**src/rtl/mpx_wb_arbiter.sv**
```systemverilog
// Write-port arbiter for the 2R/1W register file: merges ALU, LSU and MUL
// results onto one registered write port and tracks pending long-latency writes.
module mpx_wb_arbiter #(
  parameter int STARVE_LIMIT = 4,
  parameter int CNT_W        = 3
) (
  input  logic        clk_i,
  input  logic        rst_i,
  input  logic        alu_valid_i,
  input  logic [4:0]  alu_rd_i,
  input  logic [31:0] alu_value_i,
  input  logic        lsu_valid_i,
  input  logic [4:0]  lsu_rd_i,
  input  logic [31:0] lsu_value_i,
  output logic        lsu_accept_o,
  input  logic        mul_valid_i,
  input  logic [4:0]  mul_rd_i,
  input  logic [31:0] mul_value_i,
  output logic        mul_accept_o,
  input  logic        issue_valid_i,
  input  logic [4:0]  issue_rd_i,
  input  logic [4:0]  ra_i,
  input  logic [4:0]  rb_i,
  output logic        ra_busy_o,
  output logic        rb_busy_o,
  output logic [4:0]  rd0_o,
  output logic [31:0] rd0_value_o
);

  typedef enum logic [1:0] {
    SRC_NONE,
    SRC_ALU,
    SRC_LSU,
    SRC_MUL
  } src_e;

  src_e              grant;
  logic              mul_prio;
  logic [CNT_W-1:0]  starve_q;
  logic [4:0]        win_rd;
  logic [31:0]       win_value;
  logic              rd0_long_q;
  logic [4:0]        rd0_q;
  logic [31:0]       rd0_value_q;
  logic [31:0]       pending_q;
  logic [31:0]       pending_d;

  assign mul_prio = (starve_q >= CNT_W'(STARVE_LIMIT));

  // ALU always wins; MUL overtakes LSU only once it has been starved long enough.
  // NOTE: every always_comb output gets a default first so no path infers a latch.
  always_comb begin
    grant = SRC_NONE;
    if (alu_valid_i)                                 grant = SRC_ALU;
    else if (mul_valid_i && (mul_prio || !lsu_valid_i)) grant = SRC_MUL;
    else if (lsu_valid_i)                            grant = SRC_LSU;
  end

  assign lsu_accept_o = rst_i && (grant == SRC_LSU);
  assign mul_accept_o = rst_i && (grant == SRC_MUL);

  always_comb begin
    win_rd    = '0;
    win_value = '0;
    unique case (grant)
      SRC_ALU: begin win_rd = alu_rd_i; win_value = alu_value_i; end
      SRC_LSU: begin win_rd = lsu_rd_i; win_value = lsu_value_i; end
      SRC_MUL: begin win_rd = mul_rd_i; win_value = mul_value_i; end
      default: ;
    endcase
  end

  // A same-cycle issue to the register being retired must leave it pending.
  always_comb begin
    pending_d = pending_q;
    if (rd0_long_q) pending_d[rd0_q] = 1'b0;
    if (issue_valid_i && (issue_rd_i != 5'd0)) pending_d[issue_rd_i] = 1'b1;
  end

  // NOTE: sequential state uses non-blocking assignments so all flops update together.
  always_ff @(posedge clk_i or negedge rst_i) begin
    if (!rst_i) begin
      starve_q    <= '0;
      rd0_q       <= '0;
      rd0_value_q <= '0;
      rd0_long_q  <= 1'b0;
      pending_q   <= '0;
    end else begin
      if (grant == SRC_MUL)
        starve_q <= '0;
      else if (mul_valid_i && (starve_q != {CNT_W{1'b1}}))
        starve_q <= starve_q + 1'b1;

      if (grant != SRC_NONE) begin
        rd0_q       <= win_rd;
        rd0_value_q <= win_value;
        rd0_long_q  <= (grant == SRC_LSU) || (grant == SRC_MUL);
      end else begin
        rd0_q      <= '0;
        rd0_long_q <= 1'b0;
      end

      pending_q <= pending_d;
    end
  end

  assign rd0_o       = rd0_q;
  assign rd0_value_o = rd0_value_q;
  assign ra_busy_o   = pending_q[ra_i] && (ra_i != 5'd0);
  assign rb_busy_o   = pending_q[rb_i] && (rb_i != 5'd0);

endmodule

```
**config.mk**
```make
export PLATFORM = sky130hd
export DESIGN_NAME = mpx_wb_arbiter
export DESIGN_NICKNAME = d
export VERILOG_FILES = /design/src/rtl/mpx_wb_arbiter.sv
export SDC_FILE = /design/constraint.sdc
export NUM_CORES = 1
export LEC_CHECK = 0
export CAP_MARGIN = 15
export CORE_ASPECT_RATIO = 0.6
export CORE_UTILIZATION = 40
export CTS_BUF_LIST = sky130_fd_sc_hd__clkbuf_4
export DETAILED_ROUTE_END_ITERATION = 7
export PLACE_DENSITY = 0.77
export SLEW_MARGIN = 20
export SYNTH_ARGS = -nofsm -noshare
export SYNTH_HDL_FRONTEND = slang
export SYNTH_SLANG_ARGS = --single-unit
export TNS_END_PERCENT = 1
```
**constraint.sdc**
```tcl
create_clock -name clk_i -period 2.36 [get_ports clk_i]
set_input_delay 0.354 -clock clk_i [delete_from_list [all_inputs] [get_ports clk_i]]
set_output_delay 0.354 -clock clk_i [all_outputs]
set_load 0.02 [all_outputs]
```
==> results.cfg <==
[run_status]
status = finished, final reports clean

[cells_and_area]
final_common_cell = clkdlybuf4s50_1
diodes = 0
syn_to_final_growth_pct = 56.96
layout_common_cells = clkdlybuf4s50_1 (165), dfrtp_1 (73), o21ai_0 (64), nor2_1 (41), nand2_1 (37)
final_area_um2 = 6196
final_nets = 737
nFillCells = 765
drive_above_1_share = 0.1118

[sta]
rsz0062_at_grt = true
drv_slew = 0
hold_violations = 0
fin_worst_skew_ns = 0.01586
max_slew_margin = 0.4714
fin_crit_sh = 0.9993
tightest_slew_ns = 0.7928
setup_violations = 0
period_needed_ns = 2.358
timing.final.ws_setup_ns = 0.001555
fmax_ghz = 0.4240

[logic_synthesis]
synth.yosys.seq_area_share = 0.4628
synth_area_leaders = dfrtp_1 (46%), o21ai_0 (8.4%), a221oi_1 (7.1%)
ys_warn_count = 0
synth_cell_type_count = 41
synthFlopType = dfrtp_1
synth-edff-count = 0
synth_seq_cells = 73
synth_area_um2 = 3948
yosys.area.top_type_share = 0.4628
synthCells = 417
synthArstFlopShare = 1.000
synth_area_per_cell_um2 = 9.467
syn_nets = 551
netlist.top_cell.by_area = dfrtp_1

[worst_setup_path]
path_class = input pin to output port
crit_path_end_kind = output port
crit_chain = dlygate4sd2_1, buf_4, mux2i_1, nand3b_1, nand3_1, nor4b_1, or3_1, buf_6
critPathTopFamily = buffers and inverters
cp_data_arrival_time_ns = 2.00
cp.depth = 8
cp.required_ns = 2.01
critPathMaxFanout = 7
reg2regPathDepth = 4
critPathSlowestCell = dlygate4sd2_1
path_buf_inv = 3
max_stage_delay_ns = 0.41
startpoint_type = input pin

[place]
dp_hpwl_mm = 10.52
placement.cell_area_um2 = 5957
place_ws_ns = -0.6492
port-buffer-count = 172
place.gp.congestion = 0.9013

[global_route]
grt_pass1_vias = 4172
grt_pass1_wl_mm = 22.01
grt_max_degree = 64
gr-usage-all-layers = 0.2857
gr-total-overflow = 0
grt_antenna_before_repair = 0

[hold_path]
hp-class = input pin to asynchronous set/reset pin

[floorplan]
coreArea_um2 = 9358
floorplan.initialDensity = 0.4218
die_x_um = 130.3
ios = 173
rows = 27
die_h_um = 78.95
die_area_um2 = 10280

[detailed_routing]
vias = 4270
drt-initial-drc-count = 357
drc = 0
drt_wl_total_mm = 13.95
viasPerCell = 5.786
firstDrtPassIters = 7
ant_nets = 0
routedWlPerCell_um = 18.90

[power]
power.share.clock = 0.236
p_sw_uw = 1408
p_leak_uw = 0.002462
pwr-share-seq = 0.436
powerDensity_nw_per_um2 = 680.6
comb_power_share = 0.327
switching_share = 0.3339
max-vdd-ir-drop_v = 0.0003166
internal-power_uw = 2809

[clock_tree]
cts.sinks = 73
cts_root_buf = clkbuf_4
path_clk_slew_ns = 0.12
cts_max_level = 3
clk_latency_ns = 0.43
numCtsBuffers = 9
cts_tree = built
cts_buffer_depth = 2

[job]
cap_violations = 0
-- synthesized netlist by cell type (all sizes together) (2+ instances only) --
master  number
dfrtp       73
nor3         3
and2         2
a222oi       5
ha           2
nand3       11
nand2b       2
buf         11
mux2         4
inv          8
clkbuf      17
a21oi       33
o21ai       66
nand2       37
nand3b      19
a211oi       3
or3          4
o311ai       3
mux2i       17
nor2        41
mux4         5
a221oi      32
a31oi        2
or3b         4
-- flip-flops by register name, indices dropped and copies added (netlist names) --
signal and flops:
starve_q 3, rd0_long_q 1, rd0_o 5, pending_q 32, rd0_value_o 32
-- per-stage QoR --
step	std cells	hold slack (ns)	total power (uW)	setup TNS, ns	utilization
2_1_floorplan	417	0.05841	2407	0	-
3_3_place_gp	721	0.2430	3137	-0.9467	0.6366
6_report	738	0.1289	4217	0	0.6621
4_1_cts	738	0.1281	4198	-0.009559	0.6600
3_5_place_dp	721	0.2465	3184	-1.044	0.6366
5_1_grt	738	0.1850	4437	-0.09242	0.6621
-- per-layer routing --
metal / global-route usage / part of all wire
met4: 0.08605 / 0.012
met1: 0.3942 / 0.45
met5: 0 / 0
met2: 0.4213 / 0.44
met3: 0.09771 / 0.10
-- worst reg2reg max path: stages, from the launching register on --
cell	delay, ns
dfrtp_1	0.46
o211a_1	0.25
buf_4	0.25
a221oi_1	0.35
a21oi_1	0.12
-- what timing repair did --
item,4_1_cts,5_1_grt
hold buffers,1,0
gates resized for setup,21,5
endpoints found under the hold margin,10,0
endpoints found under the setup margin,2,3
setup buffers,0,0
-- power groups by stage --
stage / Sequential [uW] / Clock [uW] / Combinational (uW)
after floorplan: 1820 / 0 / 591
after global placement: 1840 / 0 / 1290
after CTS: 1810 / 1020 / 1370
after global routing: 1860 / 1070 / 1510
after detailed placement: 1840 / 0 / 1350
final: 1840 / 996 / 1380
-- logic make-up after synthesis --
family                   Yosys count  synth area share
AO/OA/AOI/OAI                    149            0.2393
flip-flops                        73            0.4628
adder cells (fa/ha/maj)            2          0.006338
multiplexers                      26           0.08399
buffers and inverters             37           0.04342
XOR/XNOR                           1          0.002219
AND/OR/NAND/NOR                  129            0.1620
-- final cells by class --
type / count / area (um^2) / area share
repair buffers: 203 / 1981 / 0.3197
clock buffers: 9 / 67.56 / 0.01090
flip-flops and latches: 73 / 1827 / 0.2948
well taps: 130 / 162.7 / 0.02625
multi-input cells: 307 / 2006 / 0.3237
inverters: 9 / 33.78 / 0.005452
clock inverters: 7 / 118.9 / 0.01918
-- final timing paths --
kind,start,endpoint,slack (ns)
hold reg to reg,pending_q[0]$_DFF_PN0_,pending_q[0]$_DFF_PN0_,0.53
setup reg to reg,starve_q[2]$_DFFE_PN0P_,rd0_value_o[11]$_DFFE_PN0P_,0.84
min in group clk_i,lsu_value_i[21],rd0_value_o[21]$_DFFE_PN0P_,0.45
setup / recovery,ra_i[0],ra_busy_o,0.002
max in group asynchronous,rst_i,rd0_value_o[29]$_DFFE_PN0P_,1.59
hold / removal,rst_i,pending_q[7]$_DFF_PN0_,0.13
Power figures use the tool's default switching activity.
